--- src/rtl/uart_pkg.sv ---
// uart_pkg: shared definitions for the uart_modport UART.
//   Register addresses, IIR interrupt codes, LSR bit positions and the
//   transmit/receive state encodings.
package uart_pkg;

  localparam logic [2:0] ADDR_RBR = 3'd0;
  localparam logic [2:0] ADDR_IER = 3'd1;
  localparam logic [2:0] ADDR_IIR = 3'd2;
  localparam logic [2:0] ADDR_LCR = 3'd3;
  localparam logic [2:0] ADDR_MCR = 3'd4;
  localparam logic [2:0] ADDR_LSR = 3'd5;
  localparam logic [2:0] ADDR_MSR = 3'd6;
  localparam logic [2:0] ADDR_SCR = 3'd7;

  localparam logic [3:0] IIR_RLS  = 4'h6;
  localparam logic [3:0] IIR_RDA  = 4'h4;
  localparam logic [3:0] IIR_THRE = 4'h2;
  localparam logic [3:0] IIR_NONE = 4'h1;

  localparam int LSR_DR   = 0;
  localparam int LSR_OE   = 1;
  localparam int LSR_FE   = 3;
  localparam int LSR_THRE = 5;
  localparam int LSR_TEMT = 6;

  typedef enum logic [1:0] {TX_IDLE, TX_START, TX_DATA, TX_STOP} tx_state_t;
  typedef enum logic [1:0] {RX_IDLE, RX_START, RX_DATA} rx_state_t;

endpackage

--- src/rtl/uart_baud_gen.sv ---
// uart_baud_gen: 16x baud tick generator.
//   wb_clk_i  - clock
//   wb_rst_i  - asynchronous active-high reset
//   divisor   - current {DLM,DLL}; 0 stops ticking
//   load      - divisor register is being written this clock
//   load_val  - divisor value taking effect with load
//   tick      - one-clock pulse every divisor clocks
module uart_baud_gen #(
  parameter logic [15:0] DIV_RST = 16'h0000
) (
  input  logic        wb_clk_i,
  input  logic        wb_rst_i,
  input  logic [15:0] divisor,
  input  logic        load,
  input  logic [15:0] load_val,
  output logic        tick
);

  localparam logic [15:0] CNT_RST = (DIV_RST == 16'h0000) ? 16'h0000 : DIV_RST - 16'd1;

  logic [15:0] cnt;

  always_ff @(posedge wb_clk_i or posedge wb_rst_i) begin
    if (wb_rst_i) begin
      cnt  <= CNT_RST;
      tick <= 1'b0;
    end else if (load) begin
      // restart from the new divisor so the first period is full length
      cnt  <= load_val - 16'd1;
      tick <= 1'b0;
    end else if (divisor == 16'h0000) begin
      tick <= 1'b0;
    end else if (cnt == 16'h0000) begin
      cnt  <= divisor - 16'd1;
      tick <= 1'b1;
    end else begin
      cnt  <= cnt - 16'd1;
      tick <= 1'b0;
    end
  end

endmodule

--- src/rtl/uart_modport.sv ---
// uart_modport: Wishbone-slave UART, 16550-style map with single-byte
// holding registers, 8N1 framing, 16x baud generator, level interrupt.
//   wb_clk_i/wb_rst_i          - clock, async active-high reset
//   wb_adr_i/dat_i/we/stb/cyc  - Wishbone request (wb_sel_i ignored)
//   wb_dat_o/wb_ack_o          - registered read data and one-clock ack
//   int_o                      - level interrupt, active high
//   baud_o                     - 16x baud tick
//   stx_pad_o/srx_pad_i        - serial pads
// Optional macro UART_LOOPBACK_EN: MCR[4] loops the transmit stream into
// the receiver and holds stx_pad_o high.
//
// tx state | meaning
// TX_IDLE  | line high, waiting for THR to be full
// TX_START | start bit (0), 16 ticks
// TX_DATA  | 8 data bits LSB first, 16 ticks each
// TX_STOP  | stop bit (1), 16 ticks
//
// rx state | meaning
// RX_IDLE  | waiting for falling edge on synchronised rx
// RX_START | counting to mid start bit; high there means glitch
// RX_DATA  | sampling 8 data bits then stop bit every 16 ticks
module uart_modport
  import uart_pkg::*;
#(
  parameter logic [15:0] DIV_RST     = 16'h0000,
  parameter int          SYNC_STAGES = 2
) (
  input  logic       wb_clk_i,
  input  logic       wb_rst_i,
  input  logic [2:0] wb_adr_i,
  input  logic [3:0] wb_sel_i,
  input  logic [7:0] wb_dat_i,
  output logic [7:0] wb_dat_o,
  input  logic       wb_we_i,
  input  logic       wb_stb_i,
  input  logic       wb_cyc_i,
  output logic       wb_ack_o,
  output logic       int_o,
  output logic       baud_o,
  output logic       stx_pad_o,
  input  logic       srx_pad_i
);

  logic       unused_sel;
  logic [2:0] ier;
  logic [7:0] lcr, mcr, scr, dll, dlm, thr, rbr, lsr, rd_mux;
  logic       thre, thre_pend, dr, oe, fe, dlab, tick, loop_en;
  logic       req, wr, rd, thr_wr, dll_wr, dlm_wr, ier_wr, rbr_rd, lsr_rd, iir_rd;
  logic [3:0] iir;

  assign unused_sel = ^wb_sel_i;

  assign dlab   = lcr[7];
  assign req    = wb_cyc_i & wb_stb_i & ~wb_ack_o;
  assign wr     = req & wb_we_i;
  assign rd     = req & ~wb_we_i;
  assign thr_wr = wr & (wb_adr_i == ADDR_RBR) & ~dlab;
  assign dll_wr = wr & (wb_adr_i == ADDR_RBR) & dlab;
  assign dlm_wr = wr & (wb_adr_i == ADDR_IER) & dlab;
  assign ier_wr = wr & (wb_adr_i == ADDR_IER) & ~dlab;
  assign rbr_rd = rd & (wb_adr_i == ADDR_RBR) & ~dlab;
  assign lsr_rd = rd & (wb_adr_i == ADDR_LSR);
  assign iir_rd = rd & (wb_adr_i == ADDR_IIR);

`ifdef UART_LOOPBACK_EN
  assign loop_en = mcr[4];
`else
  assign loop_en = 1'b0;
`endif

  uart_baud_gen #(.DIV_RST(DIV_RST)) u_baud (
    .wb_clk_i (wb_clk_i),
    .wb_rst_i (wb_rst_i),
    .divisor  ({dlm, dll}),
    .load     (dll_wr | dlm_wr),
    .load_val (dll_wr ? {dlm, wb_dat_i} : {wb_dat_i, dll}),
    .tick     (tick)
  );
  assign baud_o = tick;

  // ---------------- transmitter ----------------
  tx_state_t  tx_state, tx_state_n;
  logic [3:0] tx_cnt, tx_cnt_n;
  logic [2:0] tx_bit, tx_bit_n;
  logic [7:0] tx_shift, tx_shift_n;
  logic       tx_load, tx_line;

  always_ff @(posedge wb_clk_i or posedge wb_rst_i) begin
    if (wb_rst_i) begin
      tx_state <= TX_IDLE;
      tx_cnt   <= '0;
      tx_bit   <= '0;
      tx_shift <= '0;
    end else begin
      tx_state <= tx_state_n;
      tx_cnt   <= tx_cnt_n;
      tx_bit   <= tx_bit_n;
      tx_shift <= tx_shift_n;
    end
  end

  always_comb begin
    tx_state_n = tx_state;
    tx_cnt_n   = tx_cnt;
    tx_bit_n   = tx_bit;
    tx_shift_n = tx_shift;
    tx_load    = 1'b0;
    unique case (tx_state)
      TX_IDLE: if (!thre) begin
        tx_load    = 1'b1;
        tx_shift_n = thr;
        tx_cnt_n   = '0;
        tx_state_n = TX_START;
      end
      TX_START: if (tick) begin
        tx_cnt_n = tx_cnt + 4'd1;
        if (tx_cnt == 4'd15) begin
          tx_bit_n   = '0;
          tx_state_n = TX_DATA;
        end
      end
      TX_DATA: if (tick) begin
        tx_cnt_n = tx_cnt + 4'd1;
        if (tx_cnt == 4'd15) begin
          tx_shift_n = {1'b1, tx_shift[7:1]};
          tx_bit_n   = tx_bit + 3'd1;
          if (tx_bit == 3'd7) tx_state_n = TX_STOP;
        end
      end
      TX_STOP: if (tick) begin
        tx_cnt_n = tx_cnt + 4'd1;
        if (tx_cnt == 4'd15) tx_state_n = TX_IDLE;
      end
      default: tx_state_n = TX_IDLE;
    endcase
  end

  assign tx_line   = (tx_state == TX_START) ? 1'b0 :
                     (tx_state == TX_DATA)  ? tx_shift[0] : 1'b1;
  assign stx_pad_o = loop_en ? 1'b1 : tx_line;

  // ---------------- receiver ----------------
  rx_state_t             rx_state, rx_state_n;
  logic [3:0]            rx_cnt, rx_cnt_n, rx_bit, rx_bit_n;
  logic [7:0]            rx_shift, rx_shift_n;
  logic [SYNC_STAGES-1:0] rx_sync;
  logic                  rx_s, rx_prev, rx_done;

  assign rx_s = rx_sync[SYNC_STAGES-1];

  always_ff @(posedge wb_clk_i or posedge wb_rst_i) begin
    if (wb_rst_i) begin
      rx_sync  <= '1;
      rx_prev  <= 1'b1;
      rx_state <= RX_IDLE;
      rx_cnt   <= '0;
      rx_bit   <= '0;
      rx_shift <= '0;
    end else begin
      rx_sync  <= {rx_sync[SYNC_STAGES-2:0], loop_en ? tx_line : srx_pad_i};
      rx_prev  <= rx_s;
      rx_state <= rx_state_n;
      rx_cnt   <= rx_cnt_n;
      rx_bit   <= rx_bit_n;
      rx_shift <= rx_shift_n;
    end
  end

  always_comb begin
    rx_state_n = rx_state;
    rx_cnt_n   = rx_cnt;
    rx_bit_n   = rx_bit;
    rx_shift_n = rx_shift;
    rx_done    = 1'b0;
    unique case (rx_state)
      RX_IDLE: if (rx_prev && !rx_s) begin
        rx_cnt_n   = '0;
        rx_state_n = RX_START;
      end
      RX_START: if (tick) begin
        rx_cnt_n = rx_cnt + 4'd1;
        if (rx_cnt == 4'd7) begin
          rx_cnt_n   = '0;
          rx_bit_n   = '0;
          rx_state_n = rx_s ? RX_IDLE : RX_DATA;
        end
      end
      RX_DATA: if (tick) begin
        rx_cnt_n = rx_cnt + 4'd1;
        if (rx_cnt == 4'd15) begin
          if (rx_bit == 4'd8) begin
            rx_done    = 1'b1;
            rx_state_n = RX_IDLE;
          end else begin
            rx_shift_n = {rx_s, rx_shift[7:1]};
            rx_bit_n   = rx_bit + 4'd1;
          end
        end
      end
      default: rx_state_n = RX_IDLE;
    endcase
  end

  // ---------------- status, interrupts, bus ----------------
  always_comb begin
    lsr           = '0;
    lsr[LSR_DR]   = dr;
    lsr[LSR_OE]   = oe;
    lsr[LSR_FE]   = fe;
    lsr[LSR_THRE] = thre;
    lsr[LSR_TEMT] = thre & (tx_state == TX_IDLE);
  end

  always_comb begin
    if (ier[2] && (oe || fe))               iir = IIR_RLS;
    else if (ier[0] && dr)                  iir = IIR_RDA;
    else if (ier[1] && thre && thre_pend)   iir = IIR_THRE;
    else                                    iir = IIR_NONE;
  end

  always_comb begin
    rd_mux = '0;
    unique case (wb_adr_i)
      ADDR_RBR: rd_mux = dlab ? dll : rbr;
      ADDR_IER: rd_mux = dlab ? dlm : {5'b0, ier};
      ADDR_IIR: rd_mux = {4'b0, iir};
      ADDR_LCR: rd_mux = lcr;
      ADDR_MCR: rd_mux = mcr;
      ADDR_LSR: rd_mux = lsr;
      ADDR_MSR: rd_mux = '0;
      ADDR_SCR: rd_mux = scr;
      default:  rd_mux = '0;
    endcase
  end

  always_ff @(posedge wb_clk_i or posedge wb_rst_i) begin
    if (wb_rst_i) begin
      wb_ack_o  <= 1'b0;
      wb_dat_o  <= '0;
      int_o     <= 1'b0;
      ier       <= '0;
      lcr       <= 8'h03;
      mcr       <= '0;
      scr       <= '0;
      dll       <= DIV_RST[7:0];
      dlm       <= DIV_RST[15:8];
      thr       <= '0;
      thre      <= 1'b1;
      thre_pend <= 1'b0;
      rbr       <= '0;
      dr        <= 1'b0;
      oe        <= 1'b0;
      fe        <= 1'b0;
    end else begin
      wb_ack_o <= req;
      wb_dat_o <= rd ? rd_mux : 8'h00;
      int_o    <= ~iir[0];

      if (dll_wr) dll <= wb_dat_i;
      if (dlm_wr) dlm <= wb_dat_i;
      if (ier_wr) ier <= wb_dat_i[2:0];
      if (wr && wb_adr_i == ADDR_LCR) lcr <= wb_dat_i;
      if (wr && wb_adr_i == ADDR_MCR) mcr <= wb_dat_i;
      if (wr && wb_adr_i == ADDR_SCR) scr <= wb_dat_i;

      // a THR write while full is dropped
      if (thr_wr && thre) begin
        thr  <= wb_dat_i;
        thre <= 1'b0;
      end else if (tx_load) begin
        thre <= 1'b1;
      end

      if (tx_load || (ier_wr && wb_dat_i[1] && !ier[1]))
        thre_pend <= 1'b1;
      else if (thr_wr || (iir_rd && iir == IIR_THRE))
        thre_pend <= 1'b0;

      // a completing byte wins over a same-clock RBR read or LSR read
      if (rx_done) begin
        rbr <= rx_shift;
        dr  <= 1'b1;
        if (dr && !rbr_rd) oe <= 1'b1;
        else if (lsr_rd)   oe <= 1'b0;
        if (!rx_s)         fe <= 1'b1;
        else if (lsr_rd)   fe <= 1'b0;
      end else begin
        if (rbr_rd) dr <= 1'b0;
        if (lsr_rd) begin
          oe <= 1'b0;
          fe <= 1'b0;
        end
      end
    end
  end

endmodule

--- config.mk ---
export PLATFORM = sky130hd
export DESIGN_NAME = uart_modport
export DESIGN_NICKNAME = d
export VERILOG_FILES = /design/src/rtl/uart_pkg.sv /design/src/rtl/uart_baud_gen.sv /design/src/rtl/uart_modport.sv
export SDC_FILE = /design/constraint.sdc
export NUM_CORES = 1
export LEC_CHECK = 0
export ABC_AREA = 1
export BUFFER_PORTS_ARGS = -buffer_cell sky130_fd_sc_hd__buf_2
export CAP_MARGIN = 20
export CORE_AREA = 2 2 176 178
export CTS_BUF_LIST = sky130_fd_sc_hd__clkbuf_8
export CTS_CLUSTER_DIAMETER = 50
export DETAILED_ROUTE_END_ITERATION = 8
export DIE_AREA = 0 0 178 180
export SLEW_MARGIN = 20
export SYNTH_ARGS = -nofsm -noshare
export SYNTH_HDL_FRONTEND = slang
export SYNTH_HIERARCHICAL = 1
export SYNTH_SLANG_ARGS = --single-unit
export TNS_END_PERCENT = 50
--- constraint.sdc ---
create_clock -name wb_clk_i -period 3.6 [get_ports wb_clk_i]
set_clock_uncertainty 0.05 [all_clocks]
set_input_delay 0.72 -clock wb_clk_i [delete_from_list [all_inputs] [get_ports wb_clk_i]]
set_output_delay 0.72 -clock wb_clk_i [all_outputs]
set_load 0.1 [all_outputs]
# ---- Word-level counts from Yosys, hierarchy flattened
# Cells that the tools add are included.
dict set report word_totals {
  input_bits 21
  regBits 129
  output_inout_bits 12
}
dict set report classes {
  eq_ne 35
  muxes 74
  bitwise 21
  n_addsub 7
  reduce_logical 40
}
# operator count
set ops {}
lappend ops {{2-to-1 mux 16 bit} 4}
lappend ops {{one-hot mux 8 bit (8 select lines)} 1}
lappend ops {{2-to-1 mux 4 bit} 12}
lappend ops {{2-to-1 mux 8 bit} 6}
lappend ops {{subtractor 16 x 1 -> 16 bit (second input constant)} 3}
lappend ops {{zero test 16 bit} 2}
lappend ops {{2-to-1 mux 2 bit} 16}
lappend ops {{2-to-1 mux 1 bit} 23}
lappend ops {{!= test 2 bit (second input constant)} 10}
lappend ops {{one-hot mux 4 bit (2 select lines)} 2}
lappend ops {{one-hot mux 8 bit (2 select lines)} 1}
lappend ops {{bitwise AND 1 bit} 15}
lappend ops {{equality test 3 bit (second input constant)} 5}
lappend ops {{2-to-1 mux 3 bit} 5}
lappend ops {{!= test 2 x 1 -> 1 bit (second input constant)} 7}
lappend ops {{logical AND 1 bit} 13}
lappend ops {{adder 4 x 1 -> 4 bit (second input constant)} 3}
lappend ops {{equality test 4 bit (second input constant)} 3}
lappend ops {{one-hot mux 4 bit (3 select lines)} 1}
lappend ops {{AND reduction 4 bit} 3}
lappend ops {{AND reduction 6 bit} 2}
lappend ops {{nonzero test 2 bit} 6}
lappend ops {{one-hot mux 2 bit (4 select lines)} 1}
lappend ops {{AND reduction 8 bit} 1}
lappend ops {{other kinds (19)} 32}

# ---- Longest topological paths before layout
dict set report depth {
  ltp_word 10
  ltp_mapped 19
  mapped_depth_nobuf 16
}

# ---- Modules after synthesis
# Netlist, hierarchy kept.
# module area_each_um2 cells_per_inst n_inst
set by_module_without_submodules {}
lappend by_module_without_submodules {uart_modport 5416.4 632 1}
lappend by_module_without_submodules {uart_baud_gen 1711.6 246 1}

# ---- Worst setup path after synthesis
# No wires, ideal clock.
dict set report synth_timing {
  kind {register to register}
  start {register wb_ack_o}
  end {register u_baud.cnt[6]}
  slack_ps 455
  required_ps 3424
  t_arrival_ps 2969
  path_stages_with_launch 18
  setup_ps 126
  cell_sequence {dfrtp_1 > inv_1 > nand4_2 > inv_1 > nand2_2 > buf_2 > nand2_1 > inv_2 > buf_2 > buf_4 > nand3_2 > nand2_2 > ha_1 > nand3_2 > nor2_4 > nor2_1 > a21oi_1 > o21ai_1}
}
dict set report synth_via {
  elab_chain_len 8
  elab_cells_between_ends 12
  cone_classes {1 x add/sub; 1 x eq/ne; 2 x mux; 8 x bitwise}
}
# element line_no
set synth_rtl {}
lappend synth_rtl {{start: declaration} uart_modport.sv:37} ;# output logic wb_ack_o,
lappend synth_rtl {{start signal: assignment} uart_modport.sv:255} ;# wb_ack_o <= req;
lappend synth_rtl {{NOT 1 bit (*)} uart_modport.sv:54} ;# assign req = wb_cyc_i & wb_stb_i & ~wb_ack_o;
lappend synth_rtl {{bitwise AND 1 bit (*)} uart_modport.sv:54}
lappend synth_rtl {{bitwise AND 1 bit (*)} uart_modport.sv:55} ;# assign wr = req & wb_we_i;
lappend synth_rtl {{bitwise AND 1 bit (2 in series)} uart_modport.sv:58} ;# assign dll_wr = wr & (wb_adr_i == ADDR_RBR) & dlab;
lappend synth_rtl {{2-to-1 mux 16 bit} uart_modport.sv:76} ;# .load_val (dll_wr ? {dlm, wb_dat_i} : {wb_dat_i, dll}),
lappend synth_rtl {{subtractor 16 x 1 -> 16 bit} uart_baud_gen.sv:29} ;# cnt <= load_val - 16'd1;
lappend synth_rtl {{2-to-1 mux 16 bit} uart_baud_gen.sv:27} ;# end else if (load) begin
lappend synth_rtl {{end signal: assignment} uart_baud_gen.sv:29}
lappend synth_rtl {{end signal: assignment} uart_baud_gen.sv:34} ;# cnt <= divisor - 16'd1;
lappend synth_rtl {{end signal: assignment} uart_baud_gen.sv:37} ;# cnt <= cnt - 16'd1;
lappend synth_rtl {{end: declaration} uart_baud_gen.sv:21} ;# logic [15:0] cnt;
# Every way passes the cells marked *; elsewhere a longest branch is shown, timed or not.
# A chain may end at the register's enable or synchronous reset.

# ---- Worst setup path after layout
dict set report layout_timing {
  start {register tx_state[0]}
  end {output stx_pad_o}
}
dict set report layout_via {
  elab_chain_len 3
  elab_cells_between_ends 4
  cone_classes {2 x eq/ne; 2 x mux}
}
# element line_no
set layout_rtl {}
lappend layout_rtl {{start: declaration} uart_modport.sv:82} ;# tx_state_t tx_state, tx_state_n;
lappend layout_rtl {{start signal: assignment} uart_modport.sv:95} ;# tx_state <= tx_state_n;
lappend layout_rtl {{equality test 2 bit} uart_modport.sv:139} ;# (tx_state == TX_DATA) ? tx_shift[0] : 1'b1;
lappend layout_rtl {{2-to-1 mux 1 bit} uart_modport.sv:139}
lappend layout_rtl {{2-to-1 mux 1 bit (*)} uart_modport.sv:138} ;# assign tx_line = (tx_state == TX_START) ? 1'b0 :
lappend layout_rtl {{end: declaration} uart_modport.sv:40} ;# output logic stx_pad_o,
# Marks and branches as above.

==> key figures <==
Status
  • Status: finished clean

Final layout
  • Largest register by flop count: u_baud/cnt
  • Final Instance Count excl. Fillers: 1316
  • Area Overhead vs Synth: 13.1%
  • Number of flip-flops in the largest register: 16
  • Inserted Diodes: 0
  • Share of cells above drive strength 1: 18.0%
  • Nets: 944

Floorplan
  • Row cnt: 64
  • Core Region: 0.0302 mm2
  • Initial core utilization: 23.6%
  • Io pins: 33
  • DIE HEIGHT: 180 um
  • Die width: 178 um
  • Die area: 0.0320 mm2

Power and ir drop
  • Net Sw Power: 0.00164 W
  • P per Cell Area: 550 mW/mm2
  • Part of the power in combinational logic: 30.1%
  • Clock power frac: 29.7%
  • Switching Fraction: 36.9%
  • Pwr Total: 0.00443 W
  • Worst vdd ir: 198 uV
  • Reg power frac: 40.2%
  • P_int: 0.00280 W
  • LEAKAGE: 3.90 nW

Setup path
  • Worst r2r src: wb_ack_o$_DFF_PP0_
  • Worst reg2reg path endpoint: u_baud/cnt[15]$_DFFE_PP0P_
  • Critical Path Slowest Stage Cell: ha_1
  • Critical Path Fanout Max: 14
  • Critical path cell sequence: inv_1 > ha_1 > inv_1 > nor2_1 > nor2_1 > buf_2
  • CP Data Required Time: 2.83 ns
  • Worst setup startpoint: tx_state[0]$_DFFE_PP0P_
  • R2R Setup Slk: 0.83 ns
  • CP startpoint kind: flip-flop
  • Total stage count of the critical path: 6
  • CP arrival: 2.18 ns
  • WS Path Type: reg -> out
  • Worst setup endpoint: stx_pad_o
  • Crit. End Element: output port
  • CP delay by family, top: adder cells
  • Crit-path max cell delay: 0.58 ns
  • Worst Path Buf+Inv: 3
  • R2r worst-path depth: 16

GRT
  • Antenna violations before repair: 0
  • Largest net degree at the start of global routing: 113
  • Total Routing Usage GR: 10.7%
  • First-pass GRT wire length: 27.3 mm
  • Number of global-route vias before repair: 5471
  • Grt ovf: 0

Route
  • Vias after detailed routing: 5648
  • Vias per cell: 4.29
  • Number of detailed-routing iterations run before antenna repair: 5
  • Initial DRC Count: 394
  • Routed wire length: 16.4 mm
  • Final ANT Viol Nets: 0
  • Drt wl/cell: 12.5 um
  • DRC viols: 0

Clock tree
  • Clk Latency, worst-skew pair: 0.45 ns
  • CTS tree: done
  • Max H-tree Level: 4
  • CTS sink count: 129
  • Clock transition at path regs: 0.07 ns
  • Buffer levels on the longest clock path: 2
  • Setup bufs post-CTS: 0
  • Clk root buf: clkbuf_8
  • Num CTS Buffers: 17
  • Post-CTS sizing: 0
  • Hold Buf Count CTS: 0

STA
  • Final slew viol count: 0
  • WHS: 0.307 ns
  • Final hold vios: 0
  • Period Utilization, post-route: 81.9%
  • Worst rel slew slack: 53.5%
  • RSZ-0062 raised after global routing: false
  • Least-Margin Pin Slew: 0.696 ns
  • F_max: 339 MHz
  • Setup_tns: 0 ns
  • Post-route minimum period: 2.95 ns
  • Count of final setup violators: 0

Placement
  • HPWL after DPL: 12.0 mm
  • Port Buffer Count: 28
  • Routability cong.: 0.839
  • Cells after DPL: 1284

Logic synthesis
  • Post-synthesis async set-or-reset flop share: 100%
  • Synth Net Count: 915
  • Seq/Total Area, Yosys: 45.4%
  • Number of synthesized register bits: 129
  • Number of flops mapped to enable cells by yosys: 0
  • Yosys Warn Count: 6
  • Synth unique cells: 45
  • Avg Cell Area, Syn: 8.12 um2
  • Synthesized area: 0.00713 mm2
  • Ys flop type: dfrtp_1
  • Synth Instances: 878

Min path
  • Worst Hold Class: reg -> reg

Job
  • MaxCap Viol Count: 0
## routing by layer
layer	global-route usage [%]	routed length, um
met1	13.9	7710
met2	17.7	7920
met3	2.52	567
met4	3.18	197
met5	0	0
## synth_stat cells (4+ instances only)
| master | number | share of area, % |
|---|---|---|
| inv_2 | 7 | 0.37 |
| nor2_4 | 8 | 1.3 |
| o21ai_1 | 28 | 2.0 |
| nor2_1 | 60 | 3.2 |
| nand2_4 | 9 | 1.4 |
| nand2_2 | 19 | 1.7 |
| a21oi_1 | 23 | 1.6 |
| o21ai_2 | 8 | 0.98 |
| inv_1 | 96 | 5.1 |
| xor2_1 | 4 | 0.49 |
| mux2i_1 | 8 | 1.1 |
| or2_1 | 9 | 0.79 |
| nand3_2 | 19 | 2.7 |
| or2_2 | 7 | 0.61 |
| o21ai_0 | 72 | 5.1 |
| nor2_2 | 8 | 0.70 |
| buf_6 | 8 | 1.3 |
| nand3_1 | 62 | 4.4 |
| buf_2 | 10 | 0.70 |
| dfstp_2 | 6 | 2.2 |
| nand4_1 | 13 | 1.1 |
| nand2_1 | 222 | 12 |
| ha_1 | 16 | 2.8 |
| dfrtp_1 | 123 | 43 |
## layout make-up
cell class,count,area (um2)
fillers,3221,22100
clock buffers,19,262
flip-flops and latches,129,3240
multi-input cells,619,3300
well taps,396,495
clock inverters,13,159
inverters,104,399
repair buffers,36,213
## power groups by stage
stage                     sequential, W  combinational [W]  clock (W)
after floorplan                 0.00182            0.00107          0
after global placement          0.00180            0.00132          0
after detailed placement        0.00181            0.00134          0
after CTS                       0.00178            0.00135    0.00135
after global routing            0.00181            0.00151    0.00143
final                           0.00178            0.00133    0.00132
## worst register-to-register path: stages, from the launching register on
cell and delay [ns]:
dfrtp_1 0.40, inv_1 0.07, nand4_2 0.20, inv_1 0.32
nand2_2 0.16, buf_4 0.24, nand2_1 0.07, o21ai_0 0.10
or2_2 0.33, nand2_1 0.11, nand2_1 0.11, inv_2 0.07
nand2_1 0.07, nor2_4 0.13, nand3_2 0.08, nand3_1 0.10
nand2_1 0.06
## how the worst min path moves through the flow
stage / slack, ns / depth (start not counted) / end / startpoint
after floorplan: 0.30 / 0 / rx_sync[1]$_DFF_PP1_ / rx_sync[0]$_DFF_PP1_
after global placement: 0.30 / 0 / rx_sync[1]$_DFF_PP1_ / rx_sync[0]$_DFF_PP1_
after detailed placement: 0.30 / 0 / rx_sync[1]$_DFF_PP1_ / rx_sync[0]$_DFF_PP1_
after CTS: 0.29 / 1 / rx_sync[0]$_DFF_PP1_ / srx_pad_i
after global routing: 0.28 / 1 / rx_sync[0]$_DFF_PP1_ / srx_pad_i
final: 0.31 / 0 / rx_sync[1]$_DFF_PP1_ / rx_sync[0]$_DFF_PP1_
## layout by cell type (no fill, tap or decap), types with 13 or more instances in the layout
master,instances
a21oi_1,23
buf_2,28
clkbuf_8,19
dfrtp_1,123
ha_1,16
inv_1,95
nand2_1,222
nand2_2,19
nand3_1,62
nand3_2,19
nand4_1,13
nor2_1,60
o21ai_0,72
o21ai_1,28
## kinds of logic (layout without fill, tap and decap cells)
group	after synthesis	in the layout	synth area share, %
fa+ha+maj	16	16	2.81
mux	8	8	1.12
buf+inv	130	172	8.32
simple gates	451	451	31.2
flops	129	129	45.4
xor+xnor	5	5	0.614
compound gates	139	139	10.5
## through the flow
step                      setup WS, ns  utilization [%]  cell area (um2)
after global placement           0.429             25.3             7640
after floorplan                  0.455                -             7130
after CTS                        0.603             26.7             8060
after detailed placement         0.402             25.3             7640
final                            0.653             26.7             8060
after global routing             0.505             26.7             8060
Power figures use the tool's default switching activity.
